`src/rtl/data_mem_ctrl_pkg.sv`:
```
// data_mem_ctrl_pkg -- shared CPU data-memory definitions.
//   DMC_*        : data-memory command encodings driven by the control unit
//   wb_entry_t   : one write-buffer entry (word address + store data)
//   word_addr()  : rebuilds a byte address from a stored word address
package data_mem_ctrl_pkg;

   localparam logic [1:0] DMC_IDLE  = 2'b00;
   localparam logic [1:0] DMC_LOAD  = 2'b01;
   localparam logic [1:0] DMC_STORE = 2'b10;

   // Only the word address is kept; stores are always word-aligned in memory.
   typedef struct packed {
      logic [29:0] wa;
      logic [31:0] data;
   } wb_entry_t;

   function automatic logic [31:0] word_addr(input logic [29:0] wa);
      return {wa, 2'b00};
   endfunction

endpackage

```
`src/rtl/data_mem_ctrl_if.sv`:
```
// data_mem_ctrl_if -- CPU MEM-stage, memory and status signals of the
// data-memory controller.
//   CPU side    : req_d_valid, dmc, daddr, dout -> ; din <-
//   memory side : mem_raddr, mem_rdata (combinational read),
//                 mem_wvalid/mem_wready/mem_waddr/mem_wdata (write handshake)
//   status      : wb_full, wb_empty, wb_count, err
// Modport slave is the controller, master is the CPU/memory environment.
interface data_mem_ctrl_if #(
   parameter int DEPTH = 4
);
   localparam int CW = $clog2(DEPTH) + 1;

   logic          req_d_valid;
   logic [1:0]    dmc;
   logic [31:0]   daddr;
   logic [31:0]   dout;
   logic [31:0]   din;
   logic [31:0]   mem_raddr;
   logic [31:0]   mem_rdata;
   logic          mem_wvalid;
   logic          mem_wready;
   logic [31:0]   mem_waddr;
   logic [31:0]   mem_wdata;
   logic          wb_full;
   logic          wb_empty;
   logic [CW-1:0] wb_count;
   logic          err;

   modport slave (
      input  req_d_valid, dmc, daddr, dout, mem_rdata, mem_wready,
      output din, mem_raddr, mem_wvalid, mem_waddr, mem_wdata,
             wb_full, wb_empty, wb_count, err
   );

   modport master (
      output req_d_valid, dmc, daddr, dout, mem_rdata, mem_wready,
      input  din, mem_raddr, mem_wvalid, mem_waddr, mem_wdata,
             wb_full, wb_empty, wb_count, err
   );
endinterface

```
`src/rtl/data_mem_ctrl_store_fifo.sv`:
```
// data_mem_ctrl_store_fifo -- Store_FIFO: write-buffer storage and pointers.
//   push_i/wentry_i : enqueue an entry (caller only pushes when not full or
//                     when popping in the same cycle)
//   pop_i           : dequeue head (caller only pops when not empty)
//   head_o          : oldest entry
//   slots_o         : raw storage, indexed physically, for forwarding search
//   rd_idx_o        : physical index of the head
//   count_o/full_o/empty_o : occupancy
module data_mem_ctrl_store_fifo
   import data_mem_ctrl_pkg::*;
#(
   parameter  int DEPTH = 4,
   localparam int AW    = $clog2(DEPTH),
   localparam int CW    = AW + 1
) (
   input  logic                   clk,
   input  logic                   rst_n,
   input  logic                   push_i,
   input  logic                   pop_i,
   input  wb_entry_t              wentry_i,
   output wb_entry_t              head_o,
   output wb_entry_t [DEPTH-1:0]  slots_o,
   output logic [AW-1:0]          rd_idx_o,
   output logic [CW-1:0]          count_o,
   output logic                   full_o,
   output logic                   empty_o
);

   // Pointers carry one extra bit so full and empty differ at equal indices.
   logic [CW-1:0]         wr_ptr_q, wr_ptr_d;
   logic [CW-1:0]         rd_ptr_q, rd_ptr_d;
   wb_entry_t [DEPTH-1:0] slots_q;

   assign wr_ptr_d = push_i ? wr_ptr_q + CW'(1) : wr_ptr_q;
   assign rd_ptr_d = pop_i  ? rd_ptr_q + CW'(1) : rd_ptr_q;

   always_ff @(posedge clk or negedge rst_n) begin
      if (!rst_n) begin
         wr_ptr_q <= '0;
         rd_ptr_q <= '0;
      end else begin
         wr_ptr_q <= wr_ptr_d;
         rd_ptr_q <= rd_ptr_d;
      end
   end

   // Data storage is not reset; stale slots are never visible past count.
   always_ff @(posedge clk) begin
      if (push_i) slots_q[wr_ptr_q[AW-1:0]] <= wentry_i;
   end

   assign count_o  = wr_ptr_q - rd_ptr_q;
   assign full_o   = (count_o == CW'(DEPTH));
   assign empty_o  = (count_o == '0);
   assign rd_idx_o = rd_ptr_q[AW-1:0];
   assign head_o   = slots_q[rd_ptr_q[AW-1:0]];
   assign slots_o  = slots_q;

endmodule

```
`src/rtl/data_mem_ctrl.sv`:
```
// data_mem_ctrl -- CPU data-memory controller with a posted store buffer.
//   clk, rst_n : clock, asynchronous active-low reset
//   bus        : data_mem_ctrl_if.slave (CPU request, combinational memory
//                read, write handshake to memory, buffer status, sticky err)
// Stores are queued word-aligned and drained in order; loads read memory
// combinationally, overridden by the youngest matching buffered store.
module data_mem_ctrl
   import data_mem_ctrl_pkg::*;
#(
   parameter int DEPTH = 4
) (
   input  logic            clk,
   input  logic            rst_n,
   data_mem_ctrl_if.slave  bus
);

   localparam int AW = $clog2(DEPTH);
   localparam int CW = AW + 1;

   logic                  store, pop, push, full, empty;
   logic                  err_q, err_d;
   logic [AW-1:0]         rd_idx, fwd_idx;
   logic [CW-1:0]         count;
   logic [31:0]           fwd_data;
   wb_entry_t             head, wentry;
   wb_entry_t [DEPTH-1:0] slots;

   assign store  = bus.req_d_valid && (bus.dmc == DMC_STORE);
   assign pop    = !empty && bus.mem_wready;
   // A full buffer still accepts a store when its head leaves in that cycle.
   assign push   = store && (!full || pop);
   assign wentry = '{wa: bus.daddr[31:2], data: bus.dout};

   assign err_d = err_q
                | (store && (bus.daddr[1:0] != 2'b00))
                | (store && full && !pop);

   always_ff @(posedge clk or negedge rst_n) begin
      if (!rst_n) err_q <= 1'b0;
      else        err_q <= err_d;
   end

   data_mem_ctrl_store_fifo #(.DEPTH(DEPTH)) u_store_fifo (
      .clk      (clk),
      .rst_n    (rst_n),
      .push_i   (push),
      .pop_i    (pop),
      .wentry_i (wentry),
      .head_o   (head),
      .slots_o  (slots),
      .rd_idx_o (rd_idx),
      .count_o  (count),
      .full_o   (full),
      .empty_o  (empty)
   );

   // Walk live entries oldest to youngest so the last hit wins. The head
   // being popped this cycle is still live here (count not yet updated).
   always_comb begin
      fwd_data = bus.mem_rdata;
      fwd_idx  = '0;
      for (int k = 0; k < DEPTH; k++) begin
         fwd_idx = rd_idx + AW'(k);
         if ((CW'(k) < count) && (slots[fwd_idx].wa == bus.daddr[31:2]))
            fwd_data = slots[fwd_idx].data;
      end
   end

   assign bus.din        = fwd_data;
   assign bus.mem_raddr  = bus.daddr;
   assign bus.mem_wvalid = !empty;
   assign bus.mem_waddr  = word_addr(head.wa);
   assign bus.mem_wdata  = head.data;
   assign bus.wb_full    = full;
   assign bus.wb_empty   = empty;
   assign bus.wb_count   = count;
   assign bus.err        = err_q;

endmodule

```
`src/flat_wrapper.sv`:
```
// flat-port wrapper written by rule: the top's interface ports become plain ports
module data_mem_ctrl_flat import data_mem_ctrl_pkg::*;
#(
   parameter int DEPTH = 4
)
  (clk, rst_n, bus_req_d_valid, bus_dmc, bus_daddr, bus_dout, bus_mem_rdata, bus_mem_wready, bus_din, bus_mem_raddr, bus_mem_wvalid, bus_mem_waddr, bus_mem_wdata, bus_wb_full, bus_wb_empty, bus_wb_count, bus_err);
  data_mem_ctrl_if #(.DEPTH(DEPTH)) bus_i ();
  input  logic clk;
  input  logic rst_n;
  input wire logic [$bits(bus_i.req_d_valid)-1:0] bus_req_d_valid;
  input wire logic [$bits(bus_i.dmc)-1:0] bus_dmc;
  input wire logic [$bits(bus_i.daddr)-1:0] bus_daddr;
  input wire logic [$bits(bus_i.dout)-1:0] bus_dout;
  input wire logic [$bits(bus_i.mem_rdata)-1:0] bus_mem_rdata;
  input wire logic [$bits(bus_i.mem_wready)-1:0] bus_mem_wready;
  output wire logic [$bits(bus_i.din)-1:0] bus_din;
  output wire logic [$bits(bus_i.mem_raddr)-1:0] bus_mem_raddr;
  output wire logic [$bits(bus_i.mem_wvalid)-1:0] bus_mem_wvalid;
  output wire logic [$bits(bus_i.mem_waddr)-1:0] bus_mem_waddr;
  output wire logic [$bits(bus_i.mem_wdata)-1:0] bus_mem_wdata;
  output wire logic [$bits(bus_i.wb_full)-1:0] bus_wb_full;
  output wire logic [$bits(bus_i.wb_empty)-1:0] bus_wb_empty;
  output wire logic [$bits(bus_i.wb_count)-1:0] bus_wb_count;
  output wire logic [$bits(bus_i.err)-1:0] bus_err;
  assign bus_i.req_d_valid = bus_req_d_valid;
  assign bus_i.dmc = bus_dmc;
  assign bus_i.daddr = bus_daddr;
  assign bus_i.dout = bus_dout;
  assign bus_i.mem_rdata = bus_mem_rdata;
  assign bus_i.mem_wready = bus_mem_wready;
  assign bus_din = bus_i.din;
  assign bus_mem_raddr = bus_i.mem_raddr;
  assign bus_mem_wvalid = bus_i.mem_wvalid;
  assign bus_mem_waddr = bus_i.mem_waddr;
  assign bus_mem_wdata = bus_i.mem_wdata;
  assign bus_wb_full = bus_i.wb_full;
  assign bus_wb_empty = bus_i.wb_empty;
  assign bus_wb_count = bus_i.wb_count;
  assign bus_err = bus_i.err;
  data_mem_ctrl #(.DEPTH(DEPTH)) u_core (.clk(clk), .rst_n(rst_n), .bus(bus_i));
endmodule
```
`config.mk`:
```
export PLATFORM = sky130hd
export DESIGN_NAME = data_mem_ctrl_flat
export DESIGN_NICKNAME = d
export VERILOG_FILES = /design/src/rtl/data_mem_ctrl_pkg.sv /design/src/rtl/data_mem_ctrl_if.sv /design/src/rtl/data_mem_ctrl_store_fifo.sv /design/src/rtl/data_mem_ctrl.sv /design/src/flat_wrapper.sv
export SDC_FILE = /design/constraint.sdc
export NUM_CORES = 1
export LEC_CHECK = 0
export BUFFER_PORTS_ARGS = -buffer_cell sky130_fd_sc_hd__buf_2
export CAP_MARGIN = 10
export CORE_MARGIN = 2
export CORE_UTILIZATION = 64
export DETAILED_ROUTE_END_ITERATION = 7
export PLACE_DENSITY = 0.87
export SLEW_MARGIN = 20
export SYNTH_ARGS = -nofsm -noshare
export SYNTH_HDL_FRONTEND = slang
export SYNTH_HIERARCHICAL = 1
export SYNTH_SLANG_ARGS = --single-unit
```
`constraint.sdc`:
```
create_clock -name clk -period 10.5 [get_ports clk]
set_input_delay 1.575 -clock clk [delete_from_list [all_inputs] [get_ports clk]]
set_output_delay 1.575 -clock clk [all_outputs]
set_load 0.005 [all_outputs]
```
==> results_dict.tcl, run 1 <==
set metrics [dict create \
    comb_power_share 0.537 \
    die_area_mm2 0.0311 \
    clockBufferDepth 3 \
    critPathLaunchType "register" \
    cts_hold_buf 0 \
    ys.flop_type "edfxtp_1" \
    grt_pass1_wl_mm 78.8 \
    grt_pass1_vias 13100 \
    p_int_mw 3.06 \
    fp-row-count 63 \
    worstHoldPathType "reg2reg" \
    ys_types 69 \
    grt-ovfl-total 0 \
    clockRootBuffer "clkbuf_16" \
    rsz0062_at_grt "no" \
    period_needed_ps 7170 \
    dieWidth_um 176 \
    peakVddDrop_uv 224 \
    worst_slew_pin_slew_ps 1140 \
    syn_inst 1299 \
    powerDensity_mw_per_mm2 238 \
    synth_seq_cells 255 \
    violations "design-rule violations" \
    status "finished with violations" \
    placedCellCount 1779 \
    hold_viol 0 \
    critPathMaxStageDelay_ps 1000 \
    synth_edf_count 248 \
    crit_path_top_delay_cell "dfrtp_4" \
    timing.final.crit_share 0.683 \
    synthTopCellsByArea "edfxtp_1, mux4_2, mux2i_1" \
    yosysMostFrequentCell "edfxtp_1" \
    ys_warn_count 6 \
    antenna_left 0 \
    first_pass_iters 8 \
    fin_nets 1528 \
    crit_fanout 166 \
    path_common_cell "buf_4" \
    synth_common_cells "edfxtp_1, mux4_2, mux2i_1" \
    initial_core_util 0.646 \
    pin_count 237 \
    async_flop_share 0.0275 \
    cp_cell_sequence "buf_12, mux2i_1, a2bb2oi_1, a21oi_1, nor4_1, nand4_1, buf_4, nor2_2, buf_4, a211oi_4, buf_4, a21oi_1, buf_2" \
    whs_ps 494 \
    crit_type "reg2out" \
    drtIter0Drc 2002 \
    clk_latency_ps 560 \
    gr-usage-all-layers 0.332 \
    p_seq_frac 0.277 \
    setup_violations 0 \
    clock-sinks 255 \
    fill_cells 1963 \
    p_clk_frac 0.186 \
    ys_seq_area_frac 0.400 \
    relSlewSlack 0.238 \
    synth_top_cell_area_share 0.391 \
    leakagePower_nw 6.96 \
    p_switching_mw 1.85 \
    arrival_ps 5590 \
    cp_data_required_time_ps 8930 \
    hpwl_mm 34.2 \
    slew_violations 0 \
    cts_resized 0 \
    wl_per_cell_um 28.8 \
    syn_avg_cell_area_um2 14.7 \
    max_freq_mhz 140 \
    drv_cap 0 \
    portBuffers 234 \
    synth_largest_area_cell "edfxtp_1" \
    grt_max_degree 167 \
    drive_above_1_share 0.394 \
    syn-cell-area_mm2 0.0190 \
    wl_mm 52.7 \
    cts-buffers-inserted 28 \
    skew_ps 13.1 \
    post_cts_buffers 0 \
    clk_pin_slew_worst_paths_ps 60 \
    vias 14000 \
    syn_to_final_growth_pct 8.54 \
    critPathCaptureType "output pin" \
    drc 1 \
    h-tree-depth 1 \
    antenna_found_initial 6 \
    core_mm2 0.0295 \
    cts_tree "done" \
    fin_tns_setup_ps 0 \
    place_congestion 1.01 \
    p_sw_frac 0.378 \
    die_height_um 176 \
    vias_per_cell 7.64 \
    fin_cells 1831 \
]
power by group through the flow:
| stage | sequential, mW | clock, mW | combinational [mW] |
|---|---|---|---|
| detailed placement | 1.38 | 0 | 2.59 |
| CTS | 1.36 | 0.925 | 2.61 |
| finish | 1.36 | 0.915 | 2.63 |
| global route | 1.38 | 0.963 | 2.79 |
| global placement | 1.37 | 0 | 2.55 |
| floorplan | 1.26 | 0 | 2.21 |
stage by stage:
stage	util	power [mW]	cell area [um2]	setup WS [ps]
finish	0.701	4.91	20700	3330
global route	0.701	5.13	20700	3080
CTS	0.700	4.89	20600	3480
detailed placement	0.672	3.97	19800	4080
global placement	0.672	3.92	19800	4170
floorplan	-	3.47	19000	5100
state kept, by name, indices dropped and copies added (netlist names):
| register | flops |
|---|---|
| u_core/u_store_fifo/wr_ptr_q | 3 |
| u_core/bus.err | 1 |
| u_core/u_store_fifo/rd_ptr_q | 3 |
| u_core/u_store_fifo/slots_o | 248 |
worst paths after layout:
check / start / slack, ps / cells past startpoint / endpoint
max: u_core/u_store_fifo/rd_ptr_q[1] / 3330 / 13 / bus_din[25]
min: u_core/u_store_fifo/rd_ptr_q[2] / 490 / 1 / u_core/u_store_fifo/rd_ptr_q[2]
max reg2reg: u_core/u_store_fifo/rd_ptr_q[0] / 6190 / 9 / u_core/u_store_fifo/slots_o[170]
min reg2reg: u_core/u_store_fifo/rd_ptr_q[2] / 490 / 1 / u_core/u_store_fifo/rd_ptr_q[2]
max in group asynchronous: rst_n / 9470 / 1 / u_core/u_store_fifo/rd_ptr_q[1]
min in group asynchronous: rst_n / 840 / 1 / u_core/u_store_fifo/wr_ptr_q[0]
layer usage:
layer  up-vias  wire length [um]  track usage
met1      7046             19300        0.471
met4         4              1900        0.110
met5         -                27            0
li1       5701                 -            -
met2      1055             25400        0.530
met3       178              6060       0.0584
logic make-up (layout without fill, tap and decap cells):
group | Yosys count | count (layout) | synth area share
AO/OA/AOI/OAI | 240 | 240 | 0.0962
XOR/XNOR | 96 | 96 | 0.0450
adder cells (fa/ha/maj) | 7 | 7 | 0.00500
buffers and inverters | 186 | 323 | 0.0619
flip-flops | 255 | 255 | 0.400
multiplexers | 384 | 384 | 0.353
other | 1 | 6 | 0.000197
AND/OR/NAND/NOR | 130 | 130 | 0.0387
cell type report:
cell class                      instances  area, um2  share of cell area
Tap cell                              390        488              0.0236
Inverter                               16       60.1             0.00291
Timing Repair Buffer                  259       1370              0.0664
Clock buffer                           32        716              0.0346
Antenna cell                            4       10.0            0.000485
Clock inverter                         16        126             0.00612
Multi-Input combinational cell        859      10300               0.497
Sequential cell                       255       7630               0.369
worst max-delay path, delay by kind of cell, from the launching register on:
kind            cells  cell delay [ps]
flops               1             1000
mux                 1              520
buf+inv             5             1970
compound gates      4              910
simple gates        3              300
cells in the final DEF (no fill, tap or decap), types with 12 or more instances in the layout:
| master | n |
|---|---|
| edfxtp_1 | 248 |
| buf_2 | 234 |
| mux4_2 | 224 |
| mux2i_1 | 147 |
| xnor2_1 | 63 |
| a21oi_1 | 49 |
| a2bb2oi_1 | 43 |
| o32ai_1 | 33 |
| xor2_1 | 32 |
| clkbuf_16 | 28 |
| nand2_1 | 26 |
| buf_4 | 24 |
| a2111oi_0 | 23 |
| or2_2 | 19 |
| o21ai_0 | 18 |
| nand4_1 | 16 |
| inv_1 | 15 |
| or2_1 | 14 |
| nor4_1 | 12 |
No activity file was read; power rests on OpenSTA's default activity.
==> run 2, diff against run 1 <==
- CORE_UTILIZATION: 64 -> 60
- PLACE_DENSITY: 0.87 -> 0.82
- clock period: 10.5 -> 7.34 ns (I/O delays scaled with it)
==> run 2 against run 1 <==
Against the previous run: the run now ends clean; flip-flop and latch count stayed put; cell count increased by 1.0%; register-to-register slack got worse by 3400 ps; combinational power grew 44%; global-route usage down 2.4 points; sequential power rose by 42%; critical path depth decreased by 2; critical path type unchanged; clock skew shrank 8.5 ps; count of clock-buffer cells in the layout shrank 1; design area rose by 0.82%; die area rose by 6.5%.
==> results_dict.tcl, run 2 (synthesis results as in run 1) <==
set metrics [dict create \
    clockBufferDepth 3 \
    period_needed_ps 6390 \
    drive_above_1_share 0.399 \
    leakagePower_nw 7.05 \
    cts_resized 0 \
    wl_mm 51.9 \
    cp_top_family "compound AO/OA/AOI/OAI gates" \
    hold_viol 0 \
    crit_fanout 66 \
    cts-buffers-inserted 28 \
    critPathLaunchType "register" \
    clk_pin_slew_worst_paths_ps 60 \
    peakVddDrop_uv 238 \
    grt_max_degree 73 \
    cts_tree "done" \
    skew_ps 4.67 \
    vias 13800 \
    wl_per_cell_um 28.0 \
    clockRootBuffer "clkbuf_16" \
    initial_core_util 0.606 \
    largest_reg_flops 248 \
    antenna_found_initial 6 \
    die_height_um 182 \
    max_freq_mhz 157 \
    gr-usage-all-layers 0.308 \
    rsz0062_at_grt "no" \
    rr_worst_depth 8 \
    portBuffers 234 \
    vias_per_cell 7.43 \
    r2r_setup_slack_ps 2790 \
    drv_cap 0 \
    dieWidth_um 182 \
    hpwl_mm 34.3 \
    r2r-end "u_core/u_store_fifo/slots_o[170]" \
    reg2reg_from "u_core/u_store_fifo/rd_ptr_q[1]" \
    drc 0 \
    die_area_mm2 0.0332 \
    critPathMaxStageDelay_ps 1130 \
    worst_slew_pin_slew_ps 1140 \
    core_mm2 0.0314 \
    cp_cell_sequence "buf_4, mux2i_1, and2_1, a2111oi_0, o221ai_1, or4_1, buf_4, a2111oi_0, a2bb2oi_1, a21oi_1, buf_2" \
    h-tree-depth 1 \
    cts_hold_buf 0 \
    mostFrequentLayoutCells "edfxtp_1, buf_2, mux4_2, mux2i_1, xnor2_1" \
    fin_tns_setup_ps 0 \
    arrival_ps 5290 \
    place_congestion 0.993 \
    layout_commonest_cell "edfxtp_1" \
    critPathCaptureType "output pin" \
    syn_to_final_growth_pct 9.43 \
    post_cts_buffers 0 \
    grt_pass1_wl_mm 78.5 \
    worstHoldPathType "in2async" \
    pin_count 237 \
    antenna_left 0 \
    fin_nets 1532 \
    status "completed" \
    timing.final.crit_share 0.870 \
    grt-ovfl-total 0 \
    powerDensity_mw_per_mm2 343 \
    slew_violations 0 \
    clk_latency_ps 550 \
    drtIter0Drc 1498 \
    crit_path_top_delay_cell "dfrtp_4" \
    pre_cts_slack_ps 1730 \
    grt_pass1_vias 13000 \
    relSlewSlack 0.241 \
    clock-sinks 255 \
    setup_violations 0 \
    layout_setup_ws_ps 951 \
    path_buf_inv 3 \
    cp_data_required_time_ps 6240 \
    crit_type "reg2out" \
    fp-row-count 65 \
    first_pass_iters 6 \
]
## run 2: cell types whose count changed in the layout (fill, tap and decap cells not counted), sizes merged
cell	delta
clkinvlp	-3
clkbuf	-1
bufinv	+3
inv	+2
buf	+4
clkinv	+2
## run 2: worst max path at each step
stage	startpoint	end	slack, ps	cells after the start
floorplan	bus_daddr[9]	bus_din[11]	2890	10
global placement	u_core/u_store_fifo/rd_ptr_q[0]	bus_din[2]	1760	10
detailed placement	u_core/u_store_fifo/rd_ptr_q[0]	bus_din[2]	1730	10
CTS	u_core/u_store_fifo/rd_ptr_q[1]	bus_din[5]	1010	12
global route	u_core/u_store_fifo/rd_ptr_q[1]	bus_din[24]	740	11
finish	u_core/u_store_fifo/rd_ptr_q[1]	bus_din[21]	950	11
## run 2: report_power, final
group,internal [mW],switching [mW],total [mW]
logic,1.94,1.84,3.78
registers,1.72,0.212,1.93
clock network,0.843,0.587,1.43
## run 2: layout make-up
| cell class | count | area (um2) |
|---|---|---|
| Multi-Input combinational cell | 859 | 10300 |
| Tap cell | 402 | 503 |
| Inverter | 16 | 60.1 |
| Antenna cell | 4 | 10.0 |
| Clock buffer | 31 | 712 |
| Clock inverter | 20 | 224 |
| Fill cell | 2268 | 10600 |
| Timing Repair Buffer | 263 | 1430 |
| Sequential cell | 255 | 7630 |
## run 2: worst reg2reg max path, delay by kind of cell, from the launching register on
family                   cells  cell delay, ps
adder cells (fa/ha/maj)      1             590
flip-flops                   1             850
AND/OR/NAND/NOR              3            1030
AO/OA/AOI/OAI                1             470
XOR/XNOR                     1             420
buffers and inverters        2             790
## run 2: per-stage QoR
stage	area, um2	power (mW)	instances	utilization	hold slack, ps
3_3_place_gp	19900	5.62	1794	0.633	463
6_report	20800	7.14	1850	0.663	382
4_1_cts	20800	7.12	1845	0.662	367
2_1_floorplan	19000	4.96	1300	-	447
5_1_grt	20800	7.47	1850	0.663	383
3_5_place_dp	19900	5.67	1794	0.633	459
## run 2: metal layers
layer / vias up / track usage / share of wire
met2: 950 / 0.491 / 0.48
met4: 4 / 0.112 / 0.037
li1: 5710 / - / -
met3: 132 / 0.0445 / 0.099
met1: 6958 / 0.440 / 0.39
met5: - / 0 / 0.00046
==> run 3, diff against run 2 <==
- REMOVE_ABC_BUFFERS: default -> 1
==> run 3 against run 2 <==
Against the previous run: worst setup slack gained 130 ps; clock skew grew 11 ps; cell count shrank 0.38%; fmax grew 2.1%; non-clock buffer count shrank 6; hold slack lost 12 ps; register-to-register slack gained 130 ps; die area is the same; sequential share of layout area grew 0.077 points; total power shrank 0.66%; core utilization shrank 0.14 points; critical endpoint is now bus_din[15]; largest power group unchanged; highest routed layer unchanged.
==> results_dict.tcl, run 3 (synthesis results as in run 1) <==
set metrics [dict create \
    status "completed" \
    layout_commonest_cell "edfxtp_1" \
    fin_cells 1843 \
    place_congestion 0.976 \
    grt_pass1_vias 12700 \
    clk_pin_slew_worst_paths_ps 70 \
    leakagePower_nw 7.01 \
    period_needed_ps 6260 \
    hpwl_mm 32.9 \
    critPathMaxStageDelay_ps 990 \
    hold_viol 0 \
    whs_ps 370 \
    antenna_found_initial 5 \
    rsz0062_at_grt "no" \
    peakVddDrop_uv 264 \
    cts_hold_buf 0 \
    clock-sinks 255 \
    drv_cap 0 \
    worst_slew_pin_slew_ps 1100 \
    vias_per_cell 7.36 \
    syn_to_final_growth_pct 9.20 \
    crit_path_top_delay_cell "dfrtp_4" \
    drc 0 \
    critPathLaunchType "register" \
    mostFrequentLayoutCells "edfxtp_1, buf_2, mux4_2, mux2i_1, xnor2_1" \
    clk_latency_ps 550 \
    initial_core_util 0.606 \
    largest_reg_flops 248 \
    cts_tree "done" \
    fin_tns_setup_ps 0 \
    clockBufferDepth 3 \
    grt_pass1_wl_mm 76.6 \
    crit_type "reg2out" \
    fp-row-count 65 \
    cts_resized 0 \
    wl_mm 50.2 \
    timing.final.crit_share 0.852 \
    layout_setup_ws_ps 1080 \
    portBuffers 234 \
    power_mw 7.09 \
    cp_data_required_time_ps 6240 \
    cp_cell_sequence "buf_12, mux4_2, xnor2_1, nand4_1, nor4_1, nand4_1, buf_4, nor2_2, buf_4, a2bb2oi_1, a21oi_1, buf_2" \
    relSlewSlack 0.265 \
    die_area_mm2 0.0332 \
    pin_count 237 \
    core_mm2 0.0314 \
    h-tree-depth 1 \
    skew_ps 16.1 \
    worstHoldPathType "in2async" \
    crit_fanout 57 \
    grt_max_degree 128 \
    dieWidth_um 182 \
    placedCellCount 1789 \
    cts-buffers-inserted 27 \
    max_freq_mhz 160 \
    drive_above_1_share 0.400 \
    die_height_um 182 \
    arrival_ps 5150 \
    drtIter0Drc 1479 \
    wl_per_cell_um 27.2 \
    antenna_left 0 \
    first_pass_iters 6 \
    vias 13600 \
    setup_violations 0 \
    pre_cts_slack_ps 1850 \
    post_cts_buffers 0 \
    powerDensity_mw_per_mm2 341 \
    clockRootBuffer "clkbuf_16" \
    gr-usage-all-layers 0.300 \
    fin_nets 1525 \
    slew_violations 0 \
    critPathCaptureType "output pin" \
    grt-ovfl-total 0 \
]
[run 3: cell count changes in the layout (fill, tap and decap cells not counted), sizes merged]
cell      change
buf           -6
clkinvlp      +4
clkbuf        -3
clkinv        -1
inv           -1
[run 3: per-stage QoR]
stage / instance area (um2) / utilization
after floorplan: 17900 / -
after global placement: 19800 / 0.632
after detailed placement: 19800 / 0.632
after CTS: 20800 / 0.662
after global routing: 20800 / 0.662
final: 20800 / 0.662
[run 3: worst max-delay path: cells and delay by family, from the launching register on]
family	cells	cell delay (ps)
XOR/XNOR	1	240
buffers and inverters	4	1350
multiplexers	1	370
AO/OA/AOI/OAI	2	370
flip-flops	1	990
AND/OR/NAND/NOR	4	1190
[run 3: final timing paths]
kind,from,endpoint,slack (ps),cells past startpoint
max in group asynchronous,rst_n,u_core/u_store_fifo/rd_ptr_q[1],6780,1
min in group clk,u_core/bus.err,u_core/bus.err,470,1
hold / removal,rst_n,u_core/bus.err,370,1
setup / recovery,u_core/u_store_fifo/rd_ptr_q[0],bus_din[15],1080,12
hold reg to reg,u_core/bus.err,u_core/bus.err,470,1
setup reg to reg,u_core/u_store_fifo/rd_ptr_q[0],u_core/u_store_fifo/slots_o[18],2920,9
[run 3: area by class of cell]
| cell class | count | area [um2] |
|---|---|---|
| diodes | 4 | 10.0 |
| clock buffers | 28 | 679 |
| clock inverters | 22 | 245 |
| fillers | 2189 | 10600 |
| inverters | 16 | 60.1 |
| multi-input cells | 859 | 10300 |
| flip-flops and latches | 255 | 7630 |
| well taps | 402 | 503 |
| repair buffers | 257 | 1390 |
[run 3: layer usage]
| layer | wire length, um | global-route usage | up-vias |
|---|---|---|---|
| li1 | - | - | 5690 |
| met1 | 19000 | 0.429 | 6855 |
| met2 | 24400 | 0.475 | 914 |
| met3 | 5370 | 0.0567 | 102 |
| met4 | 1420 | 0.0894 | 4 |
| met5 | 23 | 0 | - |
[run 3: power by group]
group / total (mW) / internal (mW) / switching (mW)
Sequential: 1.91 / 1.72 / 0.196
Clock: 1.41 / 0.822 / 0.589
Combinational: 3.77 / 1.93 / 1.84
